==> src/rtl/sector_cache_sequencer_pkg.sv <==
// Shared definitions for the sector cache sequencer.
//   SECTOR_BYTES_DEF / ADDR_W_DEF : default sector size and cache address width
//   DIR_DRAIN / DIR_FILL          : cmd_dir encodings
//   state_e                       : sequencer state encoding
//   csum_add                      : 16-bit additive checksum step (byte zero-extended)
package sector_cache_sequencer_pkg;

  localparam int SECTOR_BYTES_DEF = 512;
  localparam int ADDR_W_DEF       = $clog2(SECTOR_BYTES_DEF);

  localparam logic DIR_DRAIN = 1'b0;
  localparam logic DIR_FILL  = 1'b1;

  typedef enum logic [2:0] {
    S_IDLE    = 3'd0,
    S_RD_ADDR = 3'd1,
    S_RD_DATA = 3'd2,
    S_WR      = 3'd3,
    S_FINISH  = 3'd4
  } state_e;

  // Overflow out of bit 15 is discarded by the result width.
  function automatic logic [15:0] csum_add(input logic [15:0] sum, input logic [7:0] data);
    return sum + {8'h00, data};
  endfunction

endpackage

==> src/rtl/sector_cache_sequencer_if.sv <==
// Bus bundle between the sector cache sequencer and its surroundings.
//   command   : cmd_valid, cmd_dir, cmd_ready, abort
//   cache port: cache_addr, cache_din, cache_wr_en, cache_dout (registered read, 1-cycle latency)
//   drain out : out_data, out_valid, out_last, out_ready
//   fill in   : in_data, in_valid, in_ready
//   status    : busy, done, aborted, checksum
// master = the sequencer, slave = the environment (cache, streams, command source).
interface sector_cache_sequencer_if #(
  parameter int ADDR_W = 9
);
  logic              cmd_valid;
  logic              cmd_dir;
  logic              cmd_ready;
  logic              abort;

  logic [ADDR_W-1:0] cache_addr;
  logic [7:0]        cache_din;
  logic              cache_wr_en;
  logic [7:0]        cache_dout;

  logic [7:0]        out_data;
  logic              out_valid;
  logic              out_last;
  logic              out_ready;

  logic [7:0]        in_data;
  logic              in_valid;
  logic              in_ready;

  logic              busy;
  logic              done;
  logic              aborted;
  logic [15:0]       checksum;

  modport master (
    input  cmd_valid, cmd_dir, abort, cache_dout, out_ready, in_data, in_valid,
    output cmd_ready, cache_addr, cache_din, cache_wr_en, out_data, out_valid, out_last,
           in_ready, busy, done, aborted, checksum
  );

  modport slave (
    output cmd_valid, cmd_dir, abort, cache_dout, out_ready, in_data, in_valid,
    input  cmd_ready, cache_addr, cache_din, cache_wr_en, out_data, out_valid, out_last,
           in_ready, busy, done, aborted, checksum
  );

endinterface

==> src/rtl/sector_cache_sequencer_checksum16.sv <==
// 16-bit additive checksum accumulator.
//   clk, rst_n : clock, async active-low reset
//   clear      : zero the sum (wins over add_en)
//   add_en     : add data to the sum this cycle
//   data       : byte to add, zero-extended
//   sum        : registered running sum mod 2^16
module sector_cache_sequencer_checksum16
  import sector_cache_sequencer_pkg::*;
(
  input  logic        clk,
  input  logic        rst_n,
  input  logic        clear,
  input  logic        add_en,
  input  logic [7:0]  data,
  output logic [15:0] sum
);

  always_ff @(posedge clk or negedge rst_n) begin
    if (!rst_n) begin
      sum <= 16'h0000;
    end else if (clear) begin
      sum <= 16'h0000;
    end else if (add_en) begin
      sum <= csum_add(sum, data);
    end
  end

endmodule

==> src/rtl/sector_cache_sequencer.sv <==
// Whole-sector transfer sequencer for one port of the dual-port sector cache.
// Drains a sector to a byte stream or fills it from a byte stream, summing every
// transferred byte into a 16-bit checksum.
//   clk, rst_n : clock, async active-low reset
//   bus        : sector_cache_sequencer_if.master (command, cache port, drain/fill streams, status)
//
// state     | meaning
// IDLE      | waiting for a command, cmd_ready high
// RD_ADDR   | cache_addr = counter, read in flight
// RD_DATA   | byte on out_data/out_valid until out_ready
// WR        | accept in stream bytes, write cache at counter
// FINISH    | done pulse, back to IDLE
module sector_cache_sequencer
  import sector_cache_sequencer_pkg::*;
#(
  parameter int SECTOR_BYTES = SECTOR_BYTES_DEF,
  parameter int ADDR_W       = ADDR_W_DEF
) (
  input logic clk,
  input logic rst_n,
  sector_cache_sequencer_if.master bus
);

  localparam logic [2:0] ST_IDLE    = 3'(S_IDLE);
  localparam logic [2:0] ST_RD_ADDR = 3'(S_RD_ADDR);
  localparam logic [2:0] ST_RD_DATA = 3'(S_RD_DATA);
  localparam logic [2:0] ST_WR      = 3'(S_WR);
  localparam logic [2:0] ST_FINISH  = 3'(S_FINISH);

  localparam logic [ADDR_W-1:0] LAST_IDX = ADDR_W'(SECTOR_BYTES - 1);

  logic [2:0]        state;
  logic [2:0]        state_nx;
  logic [ADDR_W-1:0] cnt;
  logic [7:0]        hold_q;
  logic              rd_first;
  logic              out_valid_q;
  logic              done_q;
  logic              aborted_q;
  logic [15:0]       sum;

  logic              cmd_acc;
  logic              at_last;
  logic              active;
  logic              abort_hit;
  logic              rd_hs;
  logic              in_ready_c;
  logic              wr_en;
  logic [7:0]        out_data_c;
  logic [7:0]        add_byte;

  assign cmd_acc    = (state == ST_IDLE) && bus.cmd_valid;
  assign at_last    = (cnt == LAST_IDX);
  assign active     = (state == ST_RD_ADDR) || (state == ST_RD_DATA) || (state == ST_WR);
  assign abort_hit  = bus.abort && active;
  assign rd_hs      = (state == ST_RD_DATA) && out_valid_q && bus.out_ready;
  assign in_ready_c = (state == ST_WR) && !bus.abort;
  assign wr_en      = in_ready_c && bus.in_valid;

  // The cache output register already holds the addressed byte in the first
  // RD_DATA cycle; it is captured into hold_q so a stalled byte stays stable
  // even if the other cache port rewrites that location.
  assign out_data_c = rd_first ? bus.cache_dout : hold_q;
  assign add_byte   = rd_hs ? out_data_c : bus.in_data;

  always_comb begin
    state_nx = state;
    case (state)
      ST_IDLE:    if (bus.cmd_valid) state_nx = (bus.cmd_dir == DIR_FILL) ? ST_WR : ST_RD_ADDR;
      ST_RD_ADDR: state_nx = ST_RD_DATA;
      ST_RD_DATA: if (rd_hs) state_nx = at_last ? ST_FINISH : ST_RD_ADDR;
      ST_WR:      if (wr_en && at_last) state_nx = ST_FINISH;
      ST_FINISH:  state_nx = ST_IDLE;
      default:    state_nx = ST_IDLE;
    endcase
    if (abort_hit) state_nx = ST_IDLE;
  end

  always_ff @(posedge clk or negedge rst_n) begin
    if (!rst_n) begin
      state       <= ST_IDLE;
      cnt         <= '0;
      hold_q      <= 8'h00;
      rd_first    <= 1'b0;
      out_valid_q <= 1'b0;
      done_q      <= 1'b0;
      aborted_q   <= 1'b0;
    end else begin
      state       <= state_nx;
      // Valid rises on entry to RD_DATA and falls on handshake or abort.
      out_valid_q <= (state_nx == ST_RD_DATA);
      rd_first    <= (state == ST_RD_ADDR) && (state_nx == ST_RD_DATA);
      done_q      <= (state_nx == ST_FINISH);
      aborted_q   <= abort_hit;
      if (rd_first) hold_q <= bus.cache_dout;
      if (cmd_acc) begin
        cnt <= '0;
      end else if (!abort_hit && (rd_hs || wr_en) && !at_last) begin
        cnt <= cnt + 1'b1;
      end
    end
  end

  // A byte the consumer takes in the same cycle as abort still counts.
  sector_cache_sequencer_checksum16 u_csum (
    .clk    (clk),
    .rst_n  (rst_n),
    .clear  (cmd_acc),
    .add_en (rd_hs || wr_en),
    .data   (add_byte),
    .sum    (sum)
  );

  assign bus.cmd_ready   = (state == ST_IDLE);
  assign bus.busy        = (state != ST_IDLE);
  assign bus.cache_addr  = cnt;
  assign bus.cache_din   = bus.in_data;
  assign bus.cache_wr_en = wr_en;
  assign bus.in_ready    = in_ready_c;
  assign bus.out_data    = out_data_c;
  assign bus.out_valid   = out_valid_q;
  assign bus.out_last    = out_valid_q && at_last;
  assign bus.done        = done_q;
  assign bus.aborted     = aborted_q;
  assign bus.checksum    = sum;

endmodule
==> src/flat_wrapper.sv <==
// flat-port wrapper written by rule: the top's interface ports become plain ports
module sector_cache_sequencer_flat import sector_cache_sequencer_pkg::*;
#(
  parameter int SECTOR_BYTES = SECTOR_BYTES_DEF,
  parameter int ADDR_W       = ADDR_W_DEF
)
  (clk, rst_n, bus_cmd_valid, bus_cmd_dir, bus_abort, bus_cache_dout, bus_out_ready, bus_in_data, bus_in_valid, bus_cmd_ready, bus_cache_addr, bus_cache_din, bus_cache_wr_en, bus_out_data, bus_out_valid, bus_out_last, bus_in_ready, bus_busy, bus_done, bus_aborted, bus_checksum);
  sector_cache_sequencer_if #(.ADDR_W(ADDR_W)) bus_i ();
  input logic clk;
  input logic rst_n;
  input wire logic [$bits(bus_i.cmd_valid)-1:0] bus_cmd_valid;
  input wire logic [$bits(bus_i.cmd_dir)-1:0] bus_cmd_dir;
  input wire logic [$bits(bus_i.abort)-1:0] bus_abort;
  input wire logic [$bits(bus_i.cache_dout)-1:0] bus_cache_dout;
  input wire logic [$bits(bus_i.out_ready)-1:0] bus_out_ready;
  input wire logic [$bits(bus_i.in_data)-1:0] bus_in_data;
  input wire logic [$bits(bus_i.in_valid)-1:0] bus_in_valid;
  output wire logic [$bits(bus_i.cmd_ready)-1:0] bus_cmd_ready;
  output wire logic [$bits(bus_i.cache_addr)-1:0] bus_cache_addr;
  output wire logic [$bits(bus_i.cache_din)-1:0] bus_cache_din;
  output wire logic [$bits(bus_i.cache_wr_en)-1:0] bus_cache_wr_en;
  output wire logic [$bits(bus_i.out_data)-1:0] bus_out_data;
  output wire logic [$bits(bus_i.out_valid)-1:0] bus_out_valid;
  output wire logic [$bits(bus_i.out_last)-1:0] bus_out_last;
  output wire logic [$bits(bus_i.in_ready)-1:0] bus_in_ready;
  output wire logic [$bits(bus_i.busy)-1:0] bus_busy;
  output wire logic [$bits(bus_i.done)-1:0] bus_done;
  output wire logic [$bits(bus_i.aborted)-1:0] bus_aborted;
  output wire logic [$bits(bus_i.checksum)-1:0] bus_checksum;
  assign bus_i.cmd_valid = bus_cmd_valid;
  assign bus_i.cmd_dir = bus_cmd_dir;
  assign bus_i.abort = bus_abort;
  assign bus_i.cache_dout = bus_cache_dout;
  assign bus_i.out_ready = bus_out_ready;
  assign bus_i.in_data = bus_in_data;
  assign bus_i.in_valid = bus_in_valid;
  assign bus_cmd_ready = bus_i.cmd_ready;
  assign bus_cache_addr = bus_i.cache_addr;
  assign bus_cache_din = bus_i.cache_din;
  assign bus_cache_wr_en = bus_i.cache_wr_en;
  assign bus_out_data = bus_i.out_data;
  assign bus_out_valid = bus_i.out_valid;
  assign bus_out_last = bus_i.out_last;
  assign bus_in_ready = bus_i.in_ready;
  assign bus_busy = bus_i.busy;
  assign bus_done = bus_i.done;
  assign bus_aborted = bus_i.aborted;
  assign bus_checksum = bus_i.checksum;
  sector_cache_sequencer #(.SECTOR_BYTES(SECTOR_BYTES), .ADDR_W(ADDR_W)) u_core (.clk(clk), .rst_n(rst_n), .bus(bus_i));
endmodule
==> config.mk <==
export PLATFORM = sky130hd
export DESIGN_NAME = sector_cache_sequencer_flat
export DESIGN_NICKNAME = d
export VERILOG_FILES = /design/src/rtl/sector_cache_sequencer_pkg.sv /design/src/rtl/sector_cache_sequencer_if.sv /design/src/rtl/sector_cache_sequencer_checksum16.sv /design/src/rtl/sector_cache_sequencer.sv /design/src/flat_wrapper.sv
export SDC_FILE = /design/constraint.sdc
export NUM_CORES = 1
export LEC_CHECK = 0
export BUFFER_PORTS_ARGS = -buffer_cell sky130_fd_sc_hd__buf_2
export CAP_MARGIN = 20
export CORE_ASPECT_RATIO = 2
export CORE_MARGIN = 2
export CORE_UTILIZATION = 51
export DETAILED_ROUTE_END_ITERATION = 10
export PLACE_DENSITY = 0.84
export SYNTH_ARGS = -nofsm -noshare
export SYNTH_HDL_FRONTEND = slang
export SYNTH_SLANG_ARGS = --single-unit
==> constraint.sdc <==
create_clock -name clk -period 4.6 [get_ports clk]
set_clock_uncertainty 0.1 [all_clocks]
set_input_delay 0.46 -clock clk [delete_from_list [all_inputs] [get_ports clk]]
set_output_delay 0.46 -clock clk [all_outputs]
set_load 0.005 [all_outputs]
* After elaboration in Yosys (flattened, before gate mapping)
Index checks and enable logic that the tools add are counted.
Widths: inputs -> output; s select.
** Word-level totals
- Register bits :: 40
** Cells by class
- Mux-type cells :: 13
- Equality and inequality tests :: 6
- Add/subtract/negate cells :: 2
- Reduce and logical (&&, ||, !) cells :: 21
** Operator list (count)
- $mux 16 :: 2
- $mux 9 :: 2
- $add 16x8->16 :: 1
- $mux 8 :: 2
- $mux 3 :: 5
- $pmux 3 s4 :: 1
- $logic_and 1x1->1 :: 11
- $add 9x1->9 const B :: 1
- $eq 3x2->1 const B :: 3
- $eq 9x9->1 const B :: 1
- $reduce_bool 2->1 :: 2
- $eq 3x1->1 const B :: 1
- $eq 3x3->1 const B :: 1
- $logic_not 1->1 :: 3
- $logic_not 3->1 :: 1
- $logic_or 1x1->1 :: 3
- $reduce_bool 3->1 :: 1
- $mux 2 :: 1

* Logic depth before layout (Yosys ltp)
Gate-level depths: netlist of run 1.
- Depth after elaboration :: 9
- Mapped depth :: 11

* Hierarchy
Synthesis of run 1 repeated with hierarchy kept, for this count alone.
** Unflattened totals
- Cells, all modules :: 254
- Area total of the unflattened synthesis :: 2560.0 um^2
** By module, submodules not included
- sector_cache_sequencer :: area an instance 1378.8 um^2, cells each 123, instances 1
- sector_cache_sequencer_checksum16 :: area an instance 1181.1 um^2, cells each 131, instances 1

* Worst setup path after synthesis of run 1
No wires, ideal clock.
- Path kind :: flip-flop to flip-flop
- Start :: register u_core.state[2]
- End :: register u_core.u_csum.sum[10]
- Path buffers :: 1
- Path slack :: 1.522 ns
- Arrival time :: 2.853 ns
- Stages on the path, launching flop included :: 12
- Cell sequence :: dfrtp_1 > buf_6 > nor3b_1 > nand3_1 > mux2_2 > ha_1 > inv_1 > fa_1 > nand3b_1 > a211o_1 > a21oi_1 > mux2_2
** Between the ends
- Word-level cells in the longest chain between the ends :: 7
- Elaborated cells on any way between the ends :: 14
- Classes of those cells :: 1 x add/sub; 2 x eq/ne; 3 x mux; 8 x reduce/logical
** RTL lines
- start: declaration :: RTL line sector_cache_sequencer.sv:32 : logic [2:0] state;
- start signal: assignment :: RTL line sector_cache_sequencer.sv:89 : state <= state_nx;
- $eq 3x2->1 :: RTL line sector_cache_sequencer.sv:56 : assign rd_hs = (state == ST_RD_DATA) && out_valid_q && bus.out_ready;
- $logic_and 1x1->1 (2 in a row) :: RTL line sector_cache_sequencer.sv:56
- $mux 8 :: RTL line sector_cache_sequencer.sv:64 : assign add_byte = rd_hs ? out_data_c : bus.in_data;
- $add 16x8->16 :: RTL line sector_cache_sequencer_pkg.sv:24 : return sum + {8'h00, data};
- $mux 16 :: RTL line sector_cache_sequencer_checksum16.sv:23 : end else if (add_en) begin
- $mux 16 :: RTL line sector_cache_sequencer_checksum16.sv:21 : end else if (clear) begin
- end signal: assignment :: RTL line sector_cache_sequencer_checksum16.sv:24 : sum <= csum_add(sum, data);
- end: declaration :: RTL line sector_cache_sequencer_checksum16.sv:15 : output logic [15:0] sum
Several ways; a longest one is shown, not always the timed one. The select of a mux whose other input is x is not followed.
A chain may end at the register's enable or synchronous reset.

* Final worst setup path of run 1
- Start :: register u_core.state[2]
- End :: register u_core.u_csum.sum[14]
The elaborated chain is that of the path after synthesis.

==> run metrics, run 1 <==
GPL Wtd Cong=0.968; total track usage=22.3%; Non-Filler Instances=365; Nets=345; post-DR wirelength/cell=15.2 um; Final setup viols=0; maximum clock path buffer count=2; Rel. slew slack=38.2%; TritonCTS buffer count=5; synth warn=0; class of the worst hold path=primary input to async pin; GR Overflow Total=0; fin crit period=3480 ps; fin crit share=75.6%; CP Launch Type=register; drt pass-1 iters=4; synthesized area=2430 um^2; Chip Height=102 um; Seq cells post-synth=40; Synth Area per Inst=9.85 um^2; worst vdd ir=0.264 mV; share of cells above drive strength 1=31.9%; Worst Path Required=4710 ps; die footprint=5370 um^2; RSZ-0062 raised after global routing=false; # resized after CTS=0; final slew viol count=0; setup tns final=0 ps; initial drt markers=53; crit-path max FO=10; core box area=4600 um^2; PortBufs=71; TritonCTS clock tree=yes; Post-synth ARST share=100%; Final Hold Viols=0; initial core utilization=52.9%; post-synthesis net count=283; Vias/cell=5.84; placed insts=357; routed wire length=5.54 mm; largest net degree at the start of global routing=41; Post-CTS Setup Bufs=0; Pwr Density=504 nW/um^2; Crit path arrival time=3590 ps; post-synthesis sequential area ratio=41.1%; Die Span X=52.8 um; Worst Max-Slew Pin Slew=925 ps; Max Clock Freq=288 MHz; Cells after Synth=247; clock slew seen by the registers of the worst setup and hold paths=80 ps; Area Growth Syn to Fin=17.5%; Ports=72; initial antenna violation count=0; root buffer cell=clkbuf_8; Yosys cell types=44; via count=2133; H-tree depth=2; number of enable flip-flop cells after synthesis=0; worst setup path class=register to register; vias in the first global route=2039; # DRC=0; Fill cells=413; Util after Layout=62.2%; cts hold-fix bufs=0; Leak=1.40 nW; diode count=0; Max Cap Viol=0; status=finished clean; Hold WS=186 ps; number of routed nets with antenna violations=0; Cell Rows=35; clock sinks=40; Post-synth top flop=dfrtp_1; first-pass GRT wire length=8.96 mm; Crit. End Element=register; worst-skew pair later-pin latency=290 ps; DP HPWL=4.22 mm
registers in the layout, indices dropped and copies added, names as in the netlist:
signal / flops
u_core.bus.aborted: 1
u_core.bus.out_valid: 1
u_core.u_csum.sum: 16
u_core.hold_q: 8
u_core.bus.done: 1
u_core.bus.cache_addr: 9
u_core.rd_first: 1
u_core.state: 3
synth_stat cells, types with 2 or more instances:
library cell	count	share of area, %
a211o_1	2	0.72
a211oi_1	4	1.2
a21o_1	3	0.93
a21oi_1	15	3.1
and2_1	2	0.51
buf_4	8	2.5
buf_6	2	0.93
clkbuf_1	6	0.93
dfrtp_1	40	41
ha_1	12	6.2
inv_1	8	1.2
mux2_2	17	7.9
mux2i_1	10	4.1
nand2_1	24	3.7
nand2b_1	7	1.8
nand3_1	15	3.1
nand3b_1	2	0.62
nand4_1	5	1.3
nor2_1	9	1.4
nor3_1	4	0.82
nor4_1	4	1.0
nor4b_1	2	0.72
o211ai_1	2	0.62
o21a_1	3	0.93
o21ai_0	10	2.1
o22a_1	2	0.72
o31ai_1	5	1.5
or3_1	3	0.77
or4_1	4	1.2
xnor2_1	2	0.72
xor2_1	2	0.72
final cells by class:
cell class | count | area [um^2] | share of cell area (%)
repair buffers | 71 | 355 | 12.4
multi-input cells | 183 | 1300 | 45.4
clock buffers | 6 | 72.6 | 2.54
clock inverters | 2 | 35.0 | 1.22
well taps | 55 | 68.8 | 2.41
flip-flops and latches | 40 | 1000 | 35.0
inverters | 8 | 30.0 | 1.05
worst paths after layout:
kind / startpoint / slack, ps / depth (start not counted) / endpoint
setup / recovery: u_core.state[2]$_DFF_PN0_ / 1120 / 10 / u_core.u_csum.sum[14]$_DFFE_PN0P_
hold / removal: rst_n / 190 / 1 / u_core.bus.cache_addr[6]$_DFFE_PN0P_
setup reg to reg: u_core.state[2]$_DFF_PN0_ / 1120 / 10 / u_core.u_csum.sum[14]$_DFFE_PN0P_
hold reg to reg: u_core.hold_q[4]$_DFF_PN0_ / 410 / 1 / u_core.hold_q[4]$_DFF_PN0_
max in group asynchronous: rst_n / 3650 / 1 / u_core.u_csum.sum[2]$_DFFE_PN0P_
min in group clk: bus_cache_dout[4] / 320 / 2 / u_core.hold_q[4]$_DFF_PN0_
kinds of logic (layout without fill, tap and decap cells):
logic type / after synthesis / after routing / synth area share, %
simple gates: 87 / 87 / 19.0
buf+inv: 24 / 87 / 5.55
compound gates: 52 / 52 / 13.9
mux: 27 / 27 / 12.0
xor+xnor: 4 / 4 / 1.44
fa+ha+maj: 13 / 13 / 6.99
flops: 40 / 40 / 41.1
power by group:
group	switching [mW]	internal [mW]	total [mW]
logic	0.365	0.287	0.652
clock network	0.120	0.161	0.281
registers	0.0679	0.440	0.508
layer usage:
layer	wire length, um	GRT usage (%)
met4	208	12.2
met2	2920	38.4
met1	2160	25.3
met5	0	0
met3	251	3.69
metrics by stage:
step                power, mW  instance area [um^2]  setup slack (ps)
floorplan               0.950                  2430              1520
global placement         1.14                  2750              1330
detailed placement       1.16                  2750              1260
CTS                      1.45                  2860              1150
global route             1.55                  2860               892
finish                   1.44                  2860              1120
cells in the final DEF, fill, tap and decap left out, drive strengths merged, types with 9 or more instances in the layout:
cell	n
a21oi	15
buf	71
dfrtp	40
ha	12
mux2	17
mux2i	10
nand2	24
nand3	15
nor2	9
o21ai	10
worst max-delay path, stage by stage (launching register included):
cell and delay [ps]:
dfrtp_1 470, nor3b_1 390, nand3_1 390, mux2_2 340, ha_1 190, inv_1 70, fa_1 380, nand3b_1 210
a211o_1 330, a211oi_1 290, mux2i_1 250
No activity file was read; power rests on OpenSTA's default activity.
==> inputs of run 2 (changes only) <==
ABC_AREA = 1   (was default)
CORE_UTILIZATION = 48   (was 51)
PLACE_DENSITY = 0.82   (was 0.84)
clock period = 3.1 ns   (was 4.6 ns; I/O delays follow)
==> run 2 against run 1 <==
Global-route usage fell by 0.38 points. Utilization fell by 4.9 points. Clock power rose by 19%. Via count rose by 16%. Largest cell class unchanged. Synthesized area rose by 8.8%. Critical path depth rose by 8.
==> run metrics, run 2 <==
Power Internal=1.17 mW; Crit. End Element=register; Psw=0.852 mW; Metal-1 WL=2.23 mm; maximum clock path buffer count=2; Final Hold Viols=0; TritonCTS clock tree=yes; Compound-Gate Fraction of Synth Area=5.58%; GR Overflow Total=0; clock sinks=40; commonest non-fill, non-tap cell in the layout=nand2_1; worst-skew pair later-pin latency=310 ps; diode count=0; via count=2475; Post-synth ARST share=100%; Synth Area per Inst=7.59 um^2; synth warn=0; H-tree depth=2; TritonCTS buffer count=5; cts hold-fix bufs=0; switching portion of total power=42.2%; area leader, netlist=dfrtp_1; initial antenna violation count=0; Yosys cell types=35; Top Layer Used=met4; clock slew seen by the registers of the worst setup and hold paths=80 ps; initial core utilization=49.3%; Max Cap Viol=0; fin crit share=88.0%; Worst Path Required=3200 ps; root buffer cell=clkbuf_8; Crit path arrival time=2830 ps; Vias/cell=5.20; # DRC=0; RSZ-0062 raised after global routing=false; XOR/XNOR Fraction of Synth Area=2.98%; Placement Cell Area=3000 um^2; multiplexer share of the synthesized area=3.40%; Final WS setup=371 ps; crit-path max FO=9; Leak=1.79 nW; Final setup viols=0; Cell Rows=38; main combinational cell family by area after synthesis=simple AND/OR/NAND/NOR gates; worst slack, placed=407 ps; number of enable flip-flop cells after synthesis=0; status=finished clean; Worst Max-Slew Pin Slew=899 ps; DP HPWL=5.06 mm; met2 WL=3.54 mm; Largest Register=u_core.u_csum.sum; post-synthesis net count=385; Cells after Synth=349; setup tns final=0 ps; Flop pwr share=37.0%; number of routed nets with antenna violations=0; Seq cells post-synth=40; Synth top cells by count=110 x nand2_1, 40 x dfrtp_1, 38 x inv_1, 33 x nand3_1, 31 x nor2_1; routed wire length=6.38 mm; PortBufs=71; Chip Height=109 um; Post-Synth Adder-Cell Area=6.43%; wire length on met3=324 um; worst vdd ir=0.453 mV; dominant cell by count in the synthesized netlist=nand2_1; simple-gate share of the synthesized area=34.2%; Rel. slew slack=40.1%; Post-synth top flop=dfrtp_1; Pwr Density=657 nW/um^2; Comb power frac=46.4%; # resized after CTS=0; Die Span X=56.5 um; Synth top area share=37.8%; core box area=5370 um^2; max reg flops=16; initial drt markers=63; CP Launch Type=register; synthesized area=2650 um^2; GPL Wtd Cong=1.01; synth top area cells=dfrtp_1 38%, nand2_1 16%, nand3_1 6.2%; Nets=452; Max Clock Freq=366 MHz; vias in the first global route=2421; clock power share=16.6%; post-synthesis sequential area ratio=37.8%; Area Growth Syn to Fin=16.2%; final instance area=3080 um^2; Post-CTS Setup Bufs=0; worst setup path class=register to register; most frequent cells in the layout=110 x nand2_1, 71 x buf_2, 40 x dfrtp_1; drt pass-1 iters=4; share of cells above drive strength 1=25.0%; class of the worst hold path=primary input to async pin; largest net degree at the start of global routing=41; post-DR wirelength/cell=13.4 um; Ports=72; die footprint=6160 um^2; total track usage=21.9%; first-pass GRT wire length=10.5 mm; final slew viol count=0; fin crit period=2730 ps
[run 2: changes by cell type in the layout (fill, tap and decap cells not counted), moves of 4 or more]
cell | previous run | this run
nand2b_1 | 7 | 0
nand3_1 | 15 | 33
o31ai_1 | 5 | 0
a21oi_1 | 15 | 11
mux2_2 | 17 | 8
or4_1 | 4 | 0
a211oi_1 | 4 | 0
nor2_1 | 9 | 31
nor4_1 | 4 | 0
mux2i_1 | 10 | 0
nand2_1 | 24 | 110
inv_1 | 8 | 38
[run 2: final cells by class]
| type | count | area (um^2) |
|---|---|---|
| inverter | 42 | 160 |
| tap | 60 | 75.1 |
| timing repair buffer | 73 | 370 |
| fill | 523 | 2300 |
| sequential | 40 | 1000 |
| multi-input combinational | 254 | 1390 |
| clock buffer | 6 | 72.6 |
| clock inverter | 1 | 5.00 |
[run 2: power groups by stage]
| stage | Sequential [mW] | Combinational (mW) | Clock, mW |
|---|---|---|---|
| 2_1_floorplan | 0.738 | 0.648 | 0 |
| 3_3_place_gp | 0.750 | 0.921 | 0 |
| 3_5_place_dp | 0.758 | 0.943 | 0 |
| 4_1_cts | 0.748 | 0.946 | 0.339 |
| 5_1_grt | 0.764 | 1.06 | 0.352 |
| 6_report | 0.747 | 0.938 | 0.335 |
[run 2: logic make-up (layout without fill, tap and decap cells)]
group,count (synthesis),in the layout
AO/OA/AOI/OAI,27,27
XOR/XNOR,9,9
adder cells (fa/ha/maj),13,13
buffers and inverters,55,122
flip-flops,40,40
multiplexers,8,8
AND/OR/NAND/NOR,197,197
[run 2: worst max-delay path, cell delays in order, from the launching register on]
cell and delay [ps]:
dfrtp_1 400, inv_1 210, nand3_2 120, clkinv_1 160, nand2_1 70, nand2_1 60
ha_1 190, inv_1 90, fa_1 410, inv_1 100, nand3_1 70, nand3_1 160
nand2_1 100, nand2_1 110, nand2_1 60, inv_1 70, nand2_1 40, nand2_1 60
nor2_1 50
[run 2: metrics by stage]
| step | power, mW | utilization (%) | std cells | hold slack, ps |
|---|---|---|---|---|
| 2_1_floorplan | 1.39 | - | 349 | -85.6 |
| 3_3_place_gp | 1.67 | 55.8 | 469 | 373 |
| 3_5_place_dp | 1.70 | 55.8 | 469 | 387 |
| 4_1_cts | 2.03 | 57.3 | 476 | 55.8 |
| 5_1_grt | 2.18 | 57.3 | 476 | 117 |
| 6_report | 2.02 | 57.3 | 476 | 21.1 |
[run 2: metal layers]
layer  GRT usage [%]  vias to the layer above
li1                -                     1239
met1            21.7                     1132
met2            40.6                       83
met3            3.56                       21
met4            14.5                        0
met5               0                        -
[run 2: final timing paths]
path	slack (ps)	endpoint	from	cells past startpoint
setup reg to reg	370	u_core.u_csum.sum[8]$_DFFE_PN0P_	u_core.state[0]$_DFF_PN0_	18
setup / recovery	370	u_core.u_csum.sum[8]$_DFFE_PN0P_	u_core.state[0]$_DFF_PN0_	18
max in group asynchronous	2300	u_core.u_csum.sum[8]$_DFFE_PN0P_	rst_n	1
min in group clk	170	u_core.hold_q[5]$_DFF_PN0_	bus_cache_dout[5]	2
hold / removal	20	u_core.bus.cache_addr[1]$_DFFE_PN0P_	rst_n	1
hold reg to reg	410	u_core.u_csum.sum[6]$_DFFE_PN0P_	u_core.u_csum.sum[6]$_DFFE_PN0P_	2
